**src/rtl/mem_uart_pkg.sv**
```systemverilog
// Shared definitions for the memory-mapped UART transmitter: register
// offsets, STATUS bit positions and the transmit FSM state encoding.
package mem_uart_pkg;

   // Register select taken from mem_addr[3:2]
   localparam logic [1:0] REG_DATA   = 2'd0;
   localparam logic [1:0] REG_STATUS = 2'd1;
   localparam logic [1:0] REG_DIV    = 2'd2;
   localparam logic [1:0] REG_CTRL   = 2'd3;

   // STATUS bit positions
   localparam int ST_BUSY      = 0;
   localparam int ST_FULL      = 1;
   localparam int ST_EMPTY     = 2;
   localparam int ST_LEVEL_LSB = 4;

   typedef enum logic [1:0] {
      TX_IDLE  = 2'd0,
      TX_START = 2'd1,
      TX_DATA  = 2'd2,
      TX_STOP  = 2'd3
   } tx_state_t;

   // A divider of zero would stall the bit timer, so it behaves as one.
   function automatic logic [15:0] div_eff(input logic [15:0] d);
      return (d == 16'd0) ? 16'd1 : d;
   endfunction

endpackage

```
**src/rtl/mem_uart_fifo.sv**
```systemverilog
// Byte-wide synchronous FIFO feeding the transmitter. Pushes when full
// and pops when empty are dropped; pointers wrap modulo DEPTH.
module mem_uart_fifo #(
   parameter int DEPTH = 8,
   parameter int AW    = $clog2(DEPTH)
) (
   input  logic          clk,
   input  logic          rstn,
   input  logic          push,
   input  logic [7:0]    wdata,
   input  logic          pop,
   output logic [7:0]    rdata,
   output logic          full,
   output logic          empty,
   output logic [AW:0]   level
);

   localparam logic [AW:0] FULL_LVL = (AW+1)'(DEPTH);

   logic [7:0]    mem [DEPTH];
   logic [AW-1:0] wr_ptr;
   logic [AW-1:0] rd_ptr;
   logic          push_ok;
   logic          pop_ok;

   assign push_ok = push & ~full;
   assign pop_ok  = pop & ~empty;
   assign full    = (level == FULL_LVL);
   assign empty   = (level == '0);
   assign rdata   = mem[rd_ptr];

   // Storage array; contents need no reset since level gates every read.
   always_ff @(posedge clk) begin
      if (push_ok) mem[wr_ptr] <= wdata;
   end

   // Pointers and occupancy; simultaneous push and pop leave level unchanged.
   always_ff @(posedge clk or negedge rstn) begin
      if (!rstn) begin
         wr_ptr <= '0;
         rd_ptr <= '0;
         level  <= '0;
      end else begin
         if (push_ok) wr_ptr <= wr_ptr + AW'(1);
         if (pop_ok)  rd_ptr <= rd_ptr + AW'(1);
         case ({push_ok, pop_ok})
            2'b10:   level <= level + (AW+1)'(1);
            2'b01:   level <= level - (AW+1)'(1);
            default: level <= level;
         endcase
      end
   end

endmodule

```
**src/rtl/mem_uart_tx.sv**
```systemverilog
// Memory-mapped UART transmitter: a four-register slave (DATA, STATUS,
// DIV, CTRL) in front of a byte FIFO and an 8N1 serialiser.
// Optional feature macro: MEM_UART_TX_IRQ_EN adds CTRL[0] irq_en and the
// registered TX-empty interrupt output irq; without it CTRL reads 0.
//
// state    | meaning
// ---------+-----------------------------------------------------------
// TX_IDLE  | line high, waiting for a byte in the FIFO
// TX_START | start bit (line low) for one bit period
// TX_DATA  | eight data bits, LSB first, one bit period each
// TX_STOP  | stop bit (line high) for one bit period
module mem_uart_tx
   import mem_uart_pkg::*;
#(
   parameter int          FIFO_DEPTH  = 8,
   parameter logic [15:0] DEFAULT_DIV = 16'd434
) (
   input  logic        clk,
   input  logic        rstn,
   input  logic        mem_valid,
   output logic        mem_ready,
   input  logic [31:0] mem_addr,
   input  logic [31:0] mem_wdata,
   input  logic [3:0]  mem_wstrb,
   output logic [31:0] mem_rdata,
   output logic        uart_tx
`ifdef MEM_UART_TX_IRQ_EN
   ,
   output logic        irq
`endif
);

   localparam int AW = $clog2(FIFO_DEPTH);

   tx_state_t   state;
   tx_state_t   state_nxt;
   logic [15:0] div_reg;
   logic [15:0] div_lat;
   logic [15:0] bit_cnt;
   logic [2:0]  bit_idx;
   logic [7:0]  shift;
   logic        bit_tick;
   logic        busy;
   logic        pop;
   logic        push;
   logic        accept;
   logic        is_wr;
   logic        is_data_wr;
   logic [31:0] rd_val;
   logic [7:0]  fifo_rdata;
   logic        fifo_full;
   logic        fifo_empty;
   logic [AW:0] fifo_level;
   logic [3:0]  lvl4;
   logic        unused_bits;
`ifdef MEM_UART_TX_IRQ_EN
   logic        irq_en;
`endif

   // Address and strobe bits the decoder ignores.
   assign unused_bits = ^{mem_addr[31:4], mem_addr[1:0], mem_wdata[31:16], mem_wstrb[3:2]};

   assign is_wr      = |mem_wstrb;
   assign is_data_wr = is_wr && (mem_addr[3:2] == REG_DATA);
   // A DATA write against a full FIFO holds off until a pop frees a slot.
   assign accept     = mem_valid & ~mem_ready & ~(is_data_wr & fifo_full);
   assign push       = accept & is_data_wr & mem_wstrb[0];
   assign lvl4       = 4'(fifo_level);
   assign bit_tick   = (bit_cnt == 16'd0);

   mem_uart_fifo #(
      .DEPTH (FIFO_DEPTH),
      .AW    (AW)
   ) u_fifo (
      .clk   (clk),
      .rstn  (rstn),
      .push  (push),
      .wdata (mem_wdata[7:0]),
      .pop   (pop),
      .rdata (fifo_rdata),
      .full  (fifo_full),
      .empty (fifo_empty),
      .level (fifo_level)
   );

   // Read multiplexer; reads never change state.
   always_comb begin
      rd_val = '0;
      case (mem_addr[3:2])
         REG_STATUS: begin
            rd_val[ST_LEVEL_LSB +: 4] = lvl4;
            rd_val[ST_EMPTY]          = fifo_empty;
            rd_val[ST_FULL]           = fifo_full;
            rd_val[ST_BUSY]           = busy;
         end
         REG_DIV:  rd_val[15:0] = div_reg;
`ifdef MEM_UART_TX_IRQ_EN
         REG_CTRL: rd_val[0] = irq_en;
`endif
         default:  rd_val = '0;
      endcase
   end

   // Bus handshake: one-cycle ready pulse, read data only alongside it.
   always_ff @(posedge clk or negedge rstn) begin
      if (!rstn) begin
         mem_ready <= 1'b0;
         mem_rdata <= '0;
      end else begin
         mem_ready <= accept;
         mem_rdata <= (accept && !is_wr) ? rd_val : 32'd0;
      end
   end

   // Divider register with per-byte strobes.
   always_ff @(posedge clk or negedge rstn) begin
      if (!rstn) begin
         div_reg <= DEFAULT_DIV;
      end else if (accept && is_wr && mem_addr[3:2] == REG_DIV) begin
         if (mem_wstrb[0]) div_reg[7:0]  <= mem_wdata[7:0];
         if (mem_wstrb[1]) div_reg[15:8] <= mem_wdata[15:8];
      end
   end

`ifdef MEM_UART_TX_IRQ_EN
   // Interrupt enable and registered TX-empty interrupt.
   always_ff @(posedge clk or negedge rstn) begin
      if (!rstn) begin
         irq_en <= 1'b0;
         irq    <= 1'b0;
      end else begin
         if (accept && mem_wstrb[0] && mem_addr[3:2] == REG_CTRL) irq_en <= mem_wdata[0];
         irq <= irq_en & fifo_empty & ~busy;
      end
   end
`endif

   // FSM state register.
   always_ff @(posedge clk or negedge rstn) begin
      if (!rstn) state <= TX_IDLE;
      else       state <= state_nxt;
   end

   // FSM next-state logic.
   always_comb begin
      state_nxt = state;
      case (state)
         TX_IDLE:  if (!fifo_empty) state_nxt = TX_START;
         TX_START: if (bit_tick) state_nxt = TX_DATA;
         TX_DATA:  if (bit_tick && bit_idx == 3'd7) state_nxt = TX_STOP;
         TX_STOP:  if (bit_tick) state_nxt = TX_IDLE;
         default:  state_nxt = TX_IDLE;
      endcase
   end

   // FSM outputs: line level, FIFO pop on frame start, busy flag.
   always_comb begin
      uart_tx = 1'b1;
      pop     = 1'b0;
      busy    = 1'b1;
      case (state)
         TX_IDLE: begin
            busy = 1'b0;
            pop  = ~fifo_empty;
         end
         TX_START: uart_tx = 1'b0;
         TX_DATA:  uart_tx = shift[0];
         default:  uart_tx = 1'b1;
      endcase
   end

   // Bit timer (down-counter to zero) and shift register; the divider is
   // captured at frame start so mid-frame DIV writes wait for the next frame.
   always_ff @(posedge clk or negedge rstn) begin
      if (!rstn) begin
         div_lat <= 16'd1;
         bit_cnt <= '0;
         bit_idx <= '0;
         shift   <= '0;
      end else if (state == TX_IDLE) begin
         if (!fifo_empty) begin
            div_lat <= div_eff(div_reg);
            bit_cnt <= div_eff(div_reg) - 16'd1;
            bit_idx <= '0;
            shift   <= fifo_rdata;
         end
      end else if (bit_tick) begin
         bit_cnt <= div_lat - 16'd1;
         if (state == TX_DATA) begin
            shift   <= {1'b0, shift[7:1]};
            bit_idx <= bit_idx + 3'd1;
         end
      end else begin
         bit_cnt <= bit_cnt - 16'd1;
      end
   end

endmodule

```
**config.mk**
```make
export PLATFORM = sky130hd
export DESIGN_NAME = mem_uart_tx
export DESIGN_NICKNAME = d
export VERILOG_FILES = /design/src/rtl/mem_uart_pkg.sv /design/src/rtl/mem_uart_fifo.sv /design/src/rtl/mem_uart_tx.sv
export SDC_FILE = /design/constraint.sdc
export NUM_CORES = 1
export LEC_CHECK = 0
export BUFFER_PORTS_ARGS = -buffer_cell sky130_fd_sc_hd__buf_4
export CORE_MARGIN = 2
export CORE_UTILIZATION = 60
export DETAILED_ROUTE_END_ITERATION = 12
export PLACE_DENSITY = 0.83
export SLEW_MARGIN = 20
export SYNTH_ARGS = -nofsm -noshare
export SYNTH_HDL_FRONTEND = slang
export SYNTH_HIERARCHICAL = 1
export SYNTH_SLANG_ARGS = --single-unit
export TNS_END_PERCENT = 1
```
**constraint.sdc**
```tcl
create_clock -name clk -period 9.3 [get_ports clk]
set_input_delay 1.86 -clock clk [delete_from_list [all_inputs] [get_ports clk]]
set_output_delay 1.86 -clock clk [all_outputs]
set_load 0.01 [all_outputs]
```
# After elaboration in Yosys (flattened, before gate mapping)
# Memory sizes are Yosys's and may differ from the RTL's.
# Index checks and enable logic that the tools add are counted.
totals:
  wordCells: 93
  inputBits: 71
  ff_bits: 88
  ram_bits: 64
  n_memories: 1
memory_table:
  columns: ["name", "words", "word_bits", "rd", "rd_ports_with_merged_regs", "write_ports", "line", "source"]
  rows:
  - ["u_fifo.mem", 8, 8, 1, 0, 1, "mem_uart_fifo.sv:20", "logic [7:0] mem [DEPTH];"]
op_classes:
  n_eq_ne: 13
  addsub: 8
  reduce_logical: 20
  n_mux: 28
  bitwise_logic: 11
op_table:
  columns: ["cell", "n"]
  rows:
  - ["16-bit 2-to-1 mux", 5]
  - ["16-bit by 1-bit subtractor with 16-bit output, second input constant", 3]
  - ["8-bit 2-to-1 mux", 5]
  - ["16-bit zero test", 2]
  - ["4-bit case mux with 2 select lines", 2]
  - ["3-bit 2-to-1 mux", 4]
  - ["3-bit by 1-bit adder with 3-bit output, second input constant", 3]
  - ["2-bit equality test, second input constant", 4]
  - ["2-bit 2-to-1 mux", 4]
  - ["2-bit inequality test, second input constant", 4]
  - ["2-bit case mux with 4 select lines", 1]
  - ["1-bit AND", 7]
  - ["2-bit by 1-bit equality test with 1-bit output, second input constant", 3]
  - ["3-bit case mux with 2 select lines", 1]
  - ["2-bit AND reduction", 3]
  - ["2-bit nonzero test", 3]
  - ["1-bit logical AND", 5]
  - ["1-bit 2-to-1 mux", 5]
  - ["4-bit by 1-bit adder with 4-bit output, second input constant", 1]
  - ["4-bit equality test, second input constant", 1]
  - ["2-bit zero test", 2]
  - ["4-bit zero test", 1]
  - ["1-bit inverter", 4]
  - ["4-bit AND reduction", 1]
  - ["6 further kinds", 6]

# Logic depth before layout (Yosys ltp)
# Gate-level depths: netlist of run 1.
depth:
  word_depth: 10
  depth_mapped: 15
  depth_no_buf: 11

# Cells and area by module
# The synthesis of run 1 kept the hierarchy.
by_module_without_submodules:
  columns: ["mod", "seq_area_each_um2", "n_inst", "area_per_inst_um2", "cells_each"]
  rows:
  - ["mem_uart_tx", 1959.4, 1, 3981.3, 408]
  - ["mem_uart_fifo", 2172.1, 1, 3124.2, 160]

# Least setup slack after synthesis of run 1
# Ideal clock, no wire load.
synth_timing:
  path_kind: "input to register"
  from: "in mem_wstrb[1]"
  to: "reg u_fifo.level[3]"
  stages: 9
  n_path_buf: 0
  t_arrival_ps: 4464
  required_ps: 9166
  setup_time_ps: 134
  setup_slack_ps: 4702
  path_cell_list: "or4_1 -> a31oi_1 -> and3_1 -> nand2_1 -> ha_1 -> ha_1 -> or4b_2 -> o311ai_0 -> o211ai_1"
synth_between:
  elab_chain_len: 10
synth_rtl:
  columns: ["item", "line", "source"]
  rows:
  - ["from (decl)", "mem_uart_tx.sv:24", "input logic [3:0] mem_wstrb,"]
  - ["4-bit OR reduction (*)", "mem_uart_tx.sv:63", "assign is_wr = |mem_wstrb;"]
  - ["1-bit logical AND (*)", "mem_uart_tx.sv:64", "assign is_data_wr = is_wr && (mem_addr[3:2] == REG_DATA);"]
  - ["1-bit AND (*)", "mem_uart_tx.sv:66", "assign accept = mem_valid & ~mem_ready & ~(is_data_wr & fifo_full);"]
  - ["1-bit inverter (*)", "mem_uart_tx.sv:66", null]
  - ["1-bit AND (*)", "mem_uart_tx.sv:66", null]
  - ["named net accept", "mem_uart_tx.sv:46", "logic accept;"]
  - ["1-bit AND (*) (2 in series)", "mem_uart_tx.sv:67", "assign push = accept & is_data_wr & mem_wstrb[0];"]
  - ["named net push", "mem_uart_tx.sv:45", "logic push;"]
  - ["1-bit AND (*)", "mem_uart_fifo.sv:26", "assign push_ok = push & ~full;"]
  - ["2-bit by 1-bit equality test with 1-bit output or 2-bit equality test (tied branches)", "mem_uart_fifo.sv:46", "case ({push_ok, pop_ok})"]
  - ["4-bit case mux with 2 select lines or 2-bit nonzero test (tied branches)", null, null]
  - ["to (signal assigned)", "mem_uart_fifo.sv:47", "2'b10: level <= level + (AW+1)'(1);"]
  - ["to (signal assigned)", "mem_uart_fifo.sv:48", "2'b01: level <= level - (AW+1)'(1);"]
  - ["to (signal assigned)", "mem_uart_fifo.sv:49", "default: level <= level;"]
  - ["to (decl)", "mem_uart_fifo.sv:15", "output logic [AW:0] level"]
# The timed path passes the listed nets; every way through them passes the cells marked *.
# A chain may end at the register's enable or synchronous reset.

# Worst setup path after layout of run 1
layout_timing:
  from: "reg u_fifo.level[3]"
  to: "reg u_fifo.level[3]"
layout_rtl:
  columns: ["item", "line", "source"]
  rows:
  - ["4-bit zero test (*)", "mem_uart_fifo.sv:29", "assign empty = (level == '0);"]
  - ["named net fifo_empty", "mem_uart_tx.sv:52", "logic fifo_empty;"]
  - ["1-bit inverter (*)", "mem_uart_fifo.sv:27, mem_uart_tx.sv:164", null]
  - ["1-bit 2-to-1 mux", "mem_uart_tx.sv:161", "case (state)"]
  - ["1-bit AND (*)", "mem_uart_fifo.sv:27", "assign pop_ok = pop & ~empty;"]
  - ["named net u_fifo.pop_ok", "mem_uart_fifo.sv:24", "logic pop_ok;"]
  - ["2-bit by 1-bit equality test with 1-bit output or 2-bit equality test (tied branches)", "mem_uart_fifo.sv:46", null]
  - ["4-bit case mux with 2 select lines or 2-bit nonzero test (tied branches)", null, null]
# Marked as above.

==> results of run 1 <==
==> synthesized netlist by cell type, drive strengths merged, types with 4 or more instances <==
cell type	count	share of area, %
a21oi	13	0.92
a22oi	7	0.74
a31oi	8	0.70
and2	4	0.35
and3	12	1.1
buf	28	2.9
clkbuf	13	0.69
dfrtp	82	29
dfstp	6	2.2
edfxtp	64	27
ha	15	2.6
inv	13	0.69
mux2	33	5.2
mux2i	12	1.7
mux4	16	5.9
nand2	80	4.2
nand2b	5	0.44
nand3	14	0.99
nand4	6	0.53
nor2	39	2.1
nor3	8	0.56
nor4	10	0.88
o21ai	19	1.3
o311ai	5	0.72
or4	5	0.53
xnor2	7	0.86
==> cell type report <==
class / count / share of cell area (%)
clock inverter: 15 / 2.23
inverter: 14 / 0.654
timing repair buffer: 45 / 4.25
sequential: 152 / 51.4
multi-input combinational: 376 / 33.9
clock buffer: 17 / 5.30
tap: 143 / 2.23
==> report_power, final <==
part	internal [mW]	leakage, nW	switching (mW)
clock network	0.407	0.292	0.299
logic	0.379	1.43	0.464
registers	0.841	1.68	0.176
total	1.63	3.40	0.939
==> metal layers <==
metal	track usage, %	vias up
met3	6.64	29
met4	11.5	0
li1	-	2154
met1	33.9	2401
met2	42.0	246
met5	0	-
==> how the worst max path moves through the flow <==
| stage | start | end | cells after the start |
|---|---|---|---|
| 2_1_floorplan | mem_wstrb[1] | u_fifo/level[3] | 9 |
| 3_3_place_gp | mem_wstrb[1] | u_fifo/level[3] | 10 |
| 3_5_place_dp | u_fifo/level[2] | u_fifo/level[3] | 10 |
| 4_1_cts | u_fifo/level[3] | u_fifo/level[3] | 10 |
| 5_1_grt | u_fifo/level[3] | u_fifo/level[3] | 10 |
| 6_report | u_fifo/level[3] | u_fifo/level[3] | 10 |
==> through the flow <==
stage | instance area, um^2 | hold slack, ns | utilization, % | total power, mW
2_1_floorplan | 7160 | 0.446 | - | 1.64
3_3_place_gp | 7430 | 0.458 | 64.8 | 1.78
3_5_place_dp | 7430 | 0.468 | 64.8 | 1.84
4_1_cts | 8030 | 0.488 | 70.0 | 2.56
5_1_grt | 8030 | 0.512 | 70.1 | 2.71
6_report | 8030 | 0.484 | 70.1 | 2.57
==> cell usage in the layout (no fill, tap or decap), types with 5 or more instances in the layout <==
cell type	instances
nand2b_1	5
ha_1	15
or4_1	5
and3_1	12
dfrtp_1	82
nor4_1	10
nor3_1	8
nor2_1	39
inv_6	7
nand3_1	14
mux2_2	33
buf_4	44
conb_1	16
xnor2_1	7
mux4_1	16
nand2_1	80
clkbuf_16	17
nand4_1	6
a21oi_1	13
a22oi_1	7
dfstp_2	6
a31oi_1	8
o21ai_0	19
inv_1	13
edfxtp_1	64
mux2i_1	12
==> critical path: stages, from the launching register on <==
cell	delay, ns
dfrtp_1	0.47
nor4_1	0.95
nand2b_1	0.72
clkinv_1	0.78
o41ai_1	0.38
inv_1	0.22
ha_1	0.35
ha_1	0.38
or4b_2	0.66
o311ai_0	0.14
o211ai_1	0.14
==> cells by family after synthesis <==
group,count (synthesis)
xor gates and xnor gates,10
AOI/OAI and AO/OA,78
DFF,152
muxes,61
and+or+nand+nor,195
buffers and inverters,55
other,1
adders and majority gates,16
==> flow_summary.rst, run 1 <==
.. list-table::
   :header-rows: 1

   * - Metric
     - Value
   * - Run status
     - complete, no violations
   * - Simple-gate area share of the yosys netlist
     - about an eighth
   * - Slew HR
     - 26.7%
   * - Post-CTS sizing
     - 0
   * - Via-per-instance ratio
     - between 6 and 7
   * - Arrival time of the worst setup path
     - about 5.6 ns
   * - Number of standard cells after synthesis
     - 568
   * - Number of distinct standard cells referenced by the synthesized netlist
     - 64
   * - DIE AREA
     - 12700 um^2
   * - Total area of sequential cells
     - roughly 4100 um^2
   * - RePlAce Congestion
     - about 0.84
   * - Post-DP HPWL
     - between 9000 and 10000 um
   * - Number of violations of the max-capacitance limit
     - 0
   * - Remaining global-route overflow
     - 0
   * - Wire length of the first global-routing pass
     - 25300 um
   * - Synthesis warning total
     - 6
   * - Core Footprint
     - around 11000 um^2
   * - Multi-input gate area
     - approximately 2700 um^2
   * - Worst-case register-to-register setup slack
     - a little under 4 ns
   * - Clock slew at reported path FFs
     - around 0.070 ns
   * - Master cell of the clock root buffer
     - clkbuf_16
   * - Worst Hold End
     - shift[1]
   * - Layout Cells excl Fill
     - ~760
   * - Worst setup path category
     - reg2reg
   * - Total length of routed met3 wires
     - approximately 1200 um
   * - Post-CTS repair timing setup buffer count
     - 0
   * - M1 wire length
     - between 6000 and 7000 um
   * - Iteration-0 DRC Markers
     - around 460
   * - FF-to-FF Start
     - u_fifo/level[3]
   * - Worst setup margin
     - between 3 and 4 ns
   * - Depth of the most critical reg-to-reg path
     - 10
   * - Nature of the critical path startpoint
     - flop
   * - Fraction of final layout cells with drive strength greater than 1
     - about 20%
   * - Max-slew violations
     - 0
   * - Compound-Gate Fraction of Synth Area
     - 7.54%
   * - Routed length per placed instance
     - just over 20 um
   * - Main synth FF type
     - dfrtp_1
   * - Ys async rst share
     - between 50% and 60%
   * - Routed via count
     - around 4.8k
   * - IO Port Bufs
     - 42
   * - Largest register FFs
     - 64
   * - Width of the chip
     - 113 um
   * - Number of hold violations in the final report
     - 0
   * - Via count of the first global-routing pass
     - 4923
   * - Starting Density
     - 62.0%
   * - P_leak
     - ~3.4 nW
   * - Worst min-delay path startpoint
     - shift[1]
   * - Crit Path Max Fanout
     - 19
   * - Post-CTS Hold Fix Bufs
     - 0
   * - Htree depth
     - 4
   * - Pre-CTS setup slack
     - ~4.2 ns
   * - Worst Path Required
     - between 9 and 10 ns
   * - Number of antenna violations at the first check in global routing
     - 0
   * - Number of buffers on the longest clock path
     - 2
   * - Maximum number of pins on one net before global-route repair
     - 89
   * - Post-Synth XOR/XNOR Area
     - between 1 and 1.5%
   * - Max rail drop VDD
     - roughly 0.27 mV
   * - Terminus of the critical flop-to-flop path
     - u_fifo/level[3]
   * - TritonRoute pass-1 iters
     - 5
   * - Unrepaired setup endpoints after global routing
     - false
   * - DRC violations left
     - 0
   * - Final setup viols
     - 0
   * - Register containing the most flip-flops in the final layout
     - u_fifo/mem
   * - FMAX
     - between 150 and 200 MHz
   * - WL met2
     - between 7000 and 8000 um
   * - Filler cells
     - between 700 and 800
   * - Multiplexer fraction of the synthesized cell area
     - approximately 13%
   * - Post-layout net count
     - just under 700
   * - Syn-to-layout area delta
     - 13.1%
   * - Final total negative setup slack
     - 0 ns
   * - Overall routed net length
     - between 15000 and 20000 um
   * - PwrDens
     - 319 nW/um^2
   * - Number of synthesized flops with an enable pin
     - 64
   * - Crit. End Element
     - flop
   * - Clock tree from TritonCTS
     - built
   * - Number of core rows
     - 39
   * - Top routing layer in use
     - met4
   * - Transition time at the pin with the least slew margin
     - between 1 and 1.5 ns
   * - Sequential element share of the synthesized area
     - 58.1%
   * - Shortest clock period the worst path allows after layout
     - between 5 and 6 ns
   * - I/O pin cnt
     - approximately 110
   * - Average cell area after synthesis
     - 12.5 um^2
   * - Dominant combinational cell family by area after synthesis
     - simple AND/OR/NAND/NOR gates
   * - Num CTS Buffers
     - 17
   * - GRT Overall Usage
     - 26.1%
   * - Worst setup skew after layout
     - between 0.006 and 0.007 ns
   * - Adder and majority cell fraction of the synthesized area
     - under 10%
   * - Cell count after placement
     - 730
   * - Number of register bits inferred by synthesis
     - around 150
   * - Die Height
     - ~110 um
   * - Clock Latency Late Sink
     - 0.42 ns
   * - Worst hold path class
     - reg2reg
   * - Inserted Diodes
     - 0
   * - Mapped cell area
     - just over 7000 um^2
   * - Hold path depth
     - 2
   * - Clock Sinks
     - around 150
   * - Part of the cycle the worst path needs
     - a little under three fifths
   * - Routed Antenna Nets
     - 0
Power figures use the tool's default switching activity.
==> run 2, diff against run 1 <==
--- a/config.mk
+++ b/config.mk
@@ -7,9 +7,9 @@
 export LEC_CHECK = 0
 export BUFFER_PORTS_ARGS = -buffer_cell sky130_fd_sc_hd__buf_4
 export CORE_MARGIN = 2
-export CORE_UTILIZATION = 60
+export CORE_UTILIZATION = 57
 export DETAILED_ROUTE_END_ITERATION = 12
-export PLACE_DENSITY = 0.83
+export PLACE_DENSITY = 0.8
 export SLEW_MARGIN = 20
 export SYNTH_ARGS = -nofsm -noshare
 export SYNTH_HDL_FRONTEND = slang
==> constraint.sdc (replaced) <==
create_clock -name clk -period 5.15 [get_ports clk]
set_input_delay 1.03 -clock clk [delete_from_list [all_inputs] [get_ports clk]]
set_output_delay 1.03 -clock clk [all_outputs]
set_load 0.01 [all_outputs]
==> run 2 against run 1 <==
Effect of this change: maximum frequency up 37%; clock-buffer cell count up 5; largest cell class unchanged; flip-flop and latch count did not move; largest power group unchanged; clock skew down 0.00090 ns; critical path depth grew 1; global-route usage fell by 1.5 points; clock power rose by 73%; setup slack worse by 2.7 ns; critical endpoint is now bit_cnt[14]; cell count grew 3.7%.
==> flow_summary.rst, run 2 (synthesis gave the netlist of run 1 again) <==
.. list-table::
   :header-rows: 1

   * - Metric
     - Value
   * - Width of the chip
     - 116 um (+2.5%)
   * - PwrDens
     - 566 nW/um^2 (+77%)
   * - Shortest clock period the worst path allows after layout
     - 3.91 ns (-1.43 ns)
   * - Post-CTS sizing
     - 0 (unchanged)
   * - Maximum number of pins on one net before global-route repair
     - 89 (unchanged)
   * - P_leak
     - 3.40 nW (+0.16%)
   * - TritonRoute pass-1 iters
     - 5 (unchanged)
   * - Unrepaired setup endpoints after global routing
     - false
   * - Clock slew at reported path FFs
     - 0.06 ns (about the same)
   * - Worst path most repeated cell
     - inv_1
   * - Max incr delay on CP
     - 0.77 ns (-0.18 ns)
   * - Final setup viols
     - 0 (unchanged)
   * - Filler cells
     - 850 (+16%)
   * - Multi-input gate area
     - 2730 um^2 (unchanged)
   * - Overall routed net length
     - 14900 um (-4.0%)
   * - Nature of the critical path startpoint
     - flop
   * - Critical path depth in cells
     - 11 (+1)
   * - Slew HR
     - 36.7% (+10 points)
   * - Max-slew violations
     - 0 (unchanged)
   * - Final total negative setup slack
     - 0 ns (unchanged)
   * - Number of core rows
     - 40 (+2.6%)
   * - Inserted Diodes
     - 0 (unchanged)
   * - Iteration-0 DRC Markers
     - 344 (-25%)
   * - Hold path depth
     - 2 (unchanged)
   * - Via-per-instance ratio
     - 5.96 (-6.0%)
   * - Register containing the most flip-flops in the final layout
     - u_fifo/mem
   * - Routed length per placed instance
     - 18.9 um (-7.4%)
   * - Worst setup path category
     - reg2reg
   * - Number of antenna violations at the first check in global routing
     - 0 (unchanged)
   * - Routed via count
     - 4709 (-2.5%)
   * - Worst hold path class
     - reg2reg
   * - Max rail drop VDD
     - 0.426 mV (+55%)
   * - I/O pin cnt
     - 105 (unchanged)
   * - Transition time at the pin with the least slew margin
     - 0.949 ns (-0.141 ns)
   * - Wire length of the first global-routing pass
     - 24400 um (-3.5%)
   * - Crit Path Max Fanout
     - 24 (+5)
   * - Most common cell after layout, fill and taps aside
     - dfrtp_1
   * - Largest register FFs
     - 64 (unchanged)
   * - Count of buffer and inverter cells on the critical path
     - 3 (+1)
   * - Clock Sinks
     - 152 (unchanged)
   * - DIE AREA
     - 13400 um^2 (+5.1%)
   * - IO Port Bufs
     - 42 (unchanged)
   * - Crit-path cells
     - inv_1, ha_1, inv_1, a31o_1, inv_1, ha_1, and3_1, o311ai_2, nor4_1, a211o_1, nand3_1
   * - GRT Overall Usage
     - 24.6% (-1.5 points)
   * - Layout Cells excl Fill
     - 790 (+3.7%)
   * - Commonest non-fill, non-tap cells in the layout
     - dfrtp_1 (82), nand2_1 (80), edfxtp_1 (64)
   * - DRC violations left
     - 0 (unchanged)
   * - Post-CTS repair timing setup buffer count
     - 0 (unchanged)
   * - Crit path max-delay family
     - simple AND/OR/NAND/NOR gates
   * - FMAX
     - 256 MHz (+37%)
   * - Master cell of the clock root buffer
     - clkbuf_16
   * - Slowest cell on the critical path
     - nor4_1
   * - Number of hold violations in the final report
     - 0 (unchanged)
   * - RePlAce Congestion
     - 0.831 (-1.2%)
   * - Die Height
     - 116 um (+2.5%)
   * - Cell count after placement
     - 758 (+3.8%)
   * - Routed Antenna Nets
     - 0 (unchanged)
   * - Number of violations of the max-capacitance limit
     - 0 (unchanged)
   * - Arrival time of the worst setup path
     - 4.21 ns (-1.41 ns)
   * - Depth of the most critical reg-to-reg path
     - 11 (+1)
   * - Post-DP HPWL
     - 10000 um (+0.85%)
   * - Clock tree from TritonCTS
     - built
   * - Htree depth
     - 4 (unchanged)
   * - Core Footprint
     - 12100 um^2 (+5.6%)
   * - Run status
     - complete, no violations
   * - Crit. End Element
     - flop
   * - Via count of the first global-routing pass
     - 4692 (-4.7%)
   * - Part of the cycle the worst path needs
     - 75.9% (+18 points)
   * - Post-layout net count
     - 696 (+0.43%)
   * - Remaining global-route overflow
     - 0 (unchanged)
   * - Num CTS Buffers
     - 17 (unchanged)
   * - Syn-to-layout area delta
     - 13.5%
   * - Post-CTS Hold Fix Bufs
     - 0 (unchanged)
   * - Worst Path Required
     - 5.45 ns (-4.14 ns)
   * - Overall Power
     - 4.57 mW (+78%)
   * - Worst setup skew after layout
     - 0.00569 ns (-0.000899 ns)
   * - Fraction of final layout cells with drive strength greater than 1
     - 19.3% (-0.26 points)
   * - Layout Utilization
     - 66.6% (-3.4 points)
   * - Total area of sequential cells
     - 4130 um^2 (unchanged)
   * - Clock Latency Late Sink
     - 0.42 ns (about the same)
   * - Number of buffers on the longest clock path
     - 2 (unchanged)
   * - Starting Density
     - 58.7% (-3.3 points)
run 2: cell count changes in the layout (fill, tap and decap cells not counted):
cell / previous run / this run
clkbuf_8: 0 / 2
clkinvlp_4: 2 / 1
inv_6: 7 / 2
clkinv_1: 1 / 2
buf_4: 44 / 47
inv_8: 3 / 0
clkinv_4: 1 / 3
clkbuf_1: 0 / 3
clkinv_2: 0 / 1
run 2: power breakdown:
part / total, mW / internal (mW) / switching (mW)
Combinational: 1.52 / 0.706 / 0.810
Sequential: 1.83 / 1.52 / 0.312
Clock: 1.22 / 0.741 / 0.476
Total: 4.57 / 2.97 / 1.60
run 2: layout make-up:
cell class / instances / area share, %
tap: 168 / 2.61
sequential: 152 / 51.2
inverter: 14 / 0.651
clock inverter: 10 / 1.49
clock buffer: 22 / 5.75
timing repair buffer: 48 / 4.51
multi-input combinational: 376 / 33.8
run 2: layer usage:
metal  share of wire, %  up-vias  GRT usage (%)
li1                   -     2153              -
met1                 42     2382           33.4
met2                 50      159           38.9
met3                6.6       15           7.27
met4                1.2        0           7.22
met5                  0        -              0
run 2: metrics by stage:
| stage | hold WS [ns] | setup slack [ns] | instance area [um^2] |
|---|---|---|---|
| after CTS | 0.483 | 1.27 | 8060 |
| final | 0.475 | 1.24 | 8070 |
| after detailed placement | 0.470 | 1.00 | 7480 |
| after global routing | 0.515 | 0.871 | 8070 |
| after floorplan | 0.446 | 1.38 | 7160 |
| after global placement | 0.461 | 1.09 | 7480 |
run 2: path summary, 6_finish.rpt:
kind / start / endpoint / slack (ns)
worst max-delay path: state[0] / bit_cnt[14] / 1.24
worst min-delay path: shift[1] / shift[1] / 0.48
worst max register to register: state[0] / bit_cnt[14] / 1.24
worst min register to register: shift[1] / shift[1] / 0.48
max in group asynchronous: rstn / div_lat[14] / 3.93
min in group asynchronous: rstn / div_reg[11] / 0.64
run 2: worst min-delay path, delay by kind of cell, from the launching register on:
| family | cells | cell delay, ns |
|---|---|---|
| flip-flops | 1 | 0.34 |
| AND/OR/NAND/NOR | 1 | 0.05 |
| AO/OA/AOI/OAI | 1 | 0.06 |
==> run 3, diff against run 2 <==
--- a/config.mk
+++ b/config.mk
@@ -5,9 +5,10 @@
 export SDC_FILE = /design/constraint.sdc
 export NUM_CORES = 1
 export LEC_CHECK = 0
+export ABC_AREA = 1
 export BUFFER_PORTS_ARGS = -buffer_cell sky130_fd_sc_hd__buf_4
 export CORE_MARGIN = 2
-export CORE_UTILIZATION = 57
+export CORE_UTILIZATION = 58
 export DETAILED_ROUTE_END_ITERATION = 12
 export PLACE_DENSITY = 0.8
 export SLEW_MARGIN = 20
==> constraint.sdc (replaced) <==
create_clock -name clk -period 3.7 [get_ports clk]
set_input_delay 0.74 -clock clk [delete_from_list [all_inputs] [get_ports clk]]
set_output_delay 0.74 -clock clk [all_outputs]
set_load 0.01 [all_outputs]
==> run 3 against run 2 <==
Effect of this change: clock skew is 0.0036 ns higher; final area grew 5.1%; power rose by 36%; critical path depth fell by 2; critical path type unchanged; largest cell class unchanged; largest power group unchanged.
==> flow_summary.rst, run 3 <==
.. list-table::
   :header-rows: 1

   * - Metric
     - Value
   * - Post-CTS Hold Fix Bufs
     - 0 (unchanged)
   * - IO Port Bufs
     - 42 (unchanged)
   * - Worst setup skew after layout
     - 0.00932 ns (+0.00363 ns)
   * - Compound-Gate Fraction of Synth Area
     - 5.85% (-1.7 points)
   * - Worst path most repeated cell
     - inv_1
   * - Post-CTS sizing
     - 0 (unchanged)
   * - P_leak
     - 4.05 nW (+19%)
   * - Final setup viols
     - 0 (unchanged)
   * - Total area of sequential cells
     - 4130 um^2 (about the same)
   * - Arrival time of the worst setup path
     - 3.16 ns (-1.05 ns)
   * - Post-layout net count
     - 1015 (+46%)
   * - PwrDens
     - 730 nW/um^2 (+29%)
   * - Nature of the critical path startpoint
     - flop
   * - Dominant combinational cell family by area after synthesis
     - simple AND/OR/NAND/NOR gates
   * - Inserted Diodes
     - 0 (unchanged)
   * - Count of buffer and inverter cells on the critical path
     - 4 (+1)
   * - Worst setup path category
     - reg2reg
   * - Clock tree from TritonCTS
     - built
   * - Post-DP HPWL
     - 10300 um (+2.4%)
   * - Number of register bits inferred by synthesis
     - 152 (unchanged)
   * - Via count of the first global-routing pass
     - 5483 (+17%)
   * - Post-CTS repair timing setup buffer count
     - 0 (unchanged)
   * - Max incr delay on CP
     - 0.61 ns (-0.16 ns)
   * - Die Height
     - 118 um (+1.9%)
   * - Post-Synth XOR/XNOR Area
     - 1.05% (-0.18 points)
   * - Starting Density
     - 59.6% (+0.95 points)
   * - FMAX
     - 347 MHz (+35%)
   * - Run status
     - complete, no violations
   * - Number of violations of the max-capacitance limit
     - 0 (unchanged)
   * - Number of core rows
     - 41 (+2.5%)
   * - TritonRoute pass-1 iters
     - 5 (unchanged)
   * - RePlAce Congestion
     - 0.914 (+10%)
   * - Final total negative setup slack
     - 0 ns (unchanged)
   * - Sequential element share of the synthesized area
     - 54.9% (-3.2 points)
   * - Largest register FFs
     - 64 (unchanged)
   * - I/O pin cnt
     - 105 (unchanged)
   * - Number of synthesized flops with an enable pin
     - 64 (unchanged)
   * - Clock slew at reported path FFs
     - 0.06 ns (about the same)
   * - Maximum number of pins on one net before global-route repair
     - 67 (-25%)
   * - Via-per-instance ratio
     - 5.16 (-13%)
   * - Num CTS Buffers
     - 17 (unchanged)
   * - Number of antenna violations at the first check in global routing
     - 0 (unchanged)
   * - Synthesis warning total
     - 6 (unchanged)
   * - Crit path max-delay family
     - buffers and inverters
   * - Crit Path Max Fanout
     - 29 (+21%)
   * - Most common cell after layout, fill and taps aside
     - nand2_1
   * - Part of the cycle the worst path needs
     - 77.9% (+2.1 points)
   * - Remaining global-route overflow
     - 0 (unchanged)
   * - Number of distinct standard cells referenced by the synthesized netlist
     - 39 (-39%)
   * - Crit-path cells
     - inv_1, ha_1, inv_2, nor2_1, buf_4, inv_1, nand2_1, o211ai_1, o21ai_0
   * - Iteration-0 DRC Markers
     - 446 (+30%)
   * - Unrepaired setup endpoints after global routing
     - false
   * - Number of standard cells after synthesis
     - 881 (+55%)
   * - Simple-gate area share of the yosys netlist
     - 26.0% (+13 points)
   * - Average cell area after synthesis
     - 8.54 um^2 (-32%)
   * - Adder and majority cell fraction of the synthesized area
     - 2.76% (-0.16 points)
   * - Clock Sinks
     - 152 (unchanged)
   * - Most common cell in the synthesized netlist
     - nand2_1
   * - DRC violations left
     - 0 (unchanged)
   * - Fraction of final layout cells with drive strength greater than 1
     - 12.3% (-7.0 points)
   * - Htree depth
     - 4 (unchanged)
   * - Syn-to-layout area delta
     - 12.7%
   * - Multiplexer fraction of the synthesized cell area
     - 0% (-13 points)
   * - Main synth FF type
     - dfrtp_1
   * - Slew HR
     - 26.0% (-11 points)
   * - Overall routed net length
     - 15600 um (+4.9%)
   * - Mapped cell area
     - 7520 um^2 (+5.9%)
   * - Launch point of the worst path
     - state[0]
   * - Clock Latency Late Sink
     - 0.43 ns (about the same)
   * - Width of the chip
     - 118 um (+1.9%)
   * - Worst Path Required
     - 3.98 ns (-1.47 ns)
   * - Top cells by area in the synthesized netlist
     - dfrtp_1 (27%), edfxtp_1 (26%), nand2_1 (13%)
   * - Filler cells
     - 960 (+13%)
   * - Number of buffers on the longest clock path
     - 2 (unchanged)
   * - Routed length per placed instance
     - 14.0 um (-26%)
   * - Max-slew violations
     - 0 (unchanged)
   * - Transition time at the pin with the least slew margin
     - 1.11 ns (+0.162 ns)
   * - Routed Antenna Nets
     - 0 (unchanged)
   * - GRT Overall Usage
     - 23.9% (-0.69 points)
   * - Overall Power
     - 6.19 mW (+36%)
   * - Routed via count
     - 5742 (+22%)
   * - Post-synth top area cell
     - dfrtp_1
   * - Max rail drop VDD
     - 0.510 mV (+20%)
   * - Post-synth top cells
     - nand2_1 (260), nor2_1 (116), inv_1 (106)
   * - FF-to-FF Start
     - state[0]
   * - Crit. End Element
     - flop
   * - Slowest cell on the critical path
     - inv_1
   * - Wire length of the first global-routing pass
     - 26300 um (+7.7%)
   * - Portion of synthesized cell area occupied by the leading cell type
     - 27.3% (-1.6 points)
   * - Worst hold path class
     - in2async
   * - Register containing the most flip-flops in the final layout
     - u_fifo/mem
   * - Core Footprint
     - 12600 um^2 (+4.2%)
   * - Ys async rst share
     - 57.9% (unchanged)
   * - Master cell of the clock root buffer
     - clkbuf_16
   * - Number of hold violations in the final report
     - 0 (unchanged)
   * - DIE AREA
     - 13900 um^2 (+3.9%)
   * - Commonest non-fill, non-tap cells in the layout
     - nand2_1 (260), nor2_1 (116), inv_1 (106)
   * - Shortest clock period the worst path allows after layout
     - 2.88 ns (-1.02 ns)
   * - Multi-input gate area
     - 2740 um^2 (+0.55%)
## run 3: logic make-up after synthesis
family	after synthesis
simple gates	465
buf+inv	155
flops	152
compound gates	83
fa+ha+maj	16
xor+xnor	9
other cells	1
## run 3: final timing paths
path,endpoint,slack (ns),depth (start not counted)
setup reg to reg,shift[3],0.82,9
setup / recovery,shift[3],0.82,9
min in group clk,div_lat[10],0.48,2
max in group asynchronous,div_reg[8],2.55,2
hold reg to reg,div_lat[10],0.48,2
hold / removal,bit_cnt[11],0.38,1
## run 3: worst reg2reg max path, delay by kind of cell (launching register included)
family	cells	cell delay (ns)
buf+inv	4	1.11
simple gates	2	0.63
flops	1	0.41
compound gates	2	0.36
fa+ha+maj	1	0.23
## run 3: layer usage
layer | GRT usage [%] | up-vias | wire length (um)
met1 | 32.1 | 2701 | 7160
met5 | 0 | - | 0
met3 | 5.96 | 19 | 912
li1 | - | 2846 | -
met2 | 37.8 | 176 | 7330
met4 | 8.81 | 0 | 233
## run 3: cell type report
class / count / area share, %
Clock buffer: 20 / 5.27
Clock inverter: 12 / 1.21
Multi-Input combinational cell: 589 / 32.3
Timing Repair Buffer: 57 / 5.04
Inverter: 111 / 4.91
Tap cell: 172 / 2.54
Sequential cell: 152 / 48.7
## run 3: stage by stage
step                      setup WS, ns  instances  area (um^2)  utilization [%]  hold slack (ns)
final                            0.816       1113         8480             67.2            0.382
after global routing             0.515       1113         8480             67.2            0.439
after floorplan                  0.887        896         7580                -            0.444
after CTS                        0.891       1113         8480             67.2            0.408
after detailed placement         0.491       1081         7930             62.9            0.473
after global placement           0.551       1081         7930             62.9            0.465
## run 3: where the power goes
part           total (mW)  internal, mW  switching (mW)
combinational        2.10         0.728            1.37
sequential           2.49          2.12           0.366
clock                1.61         0.937           0.673
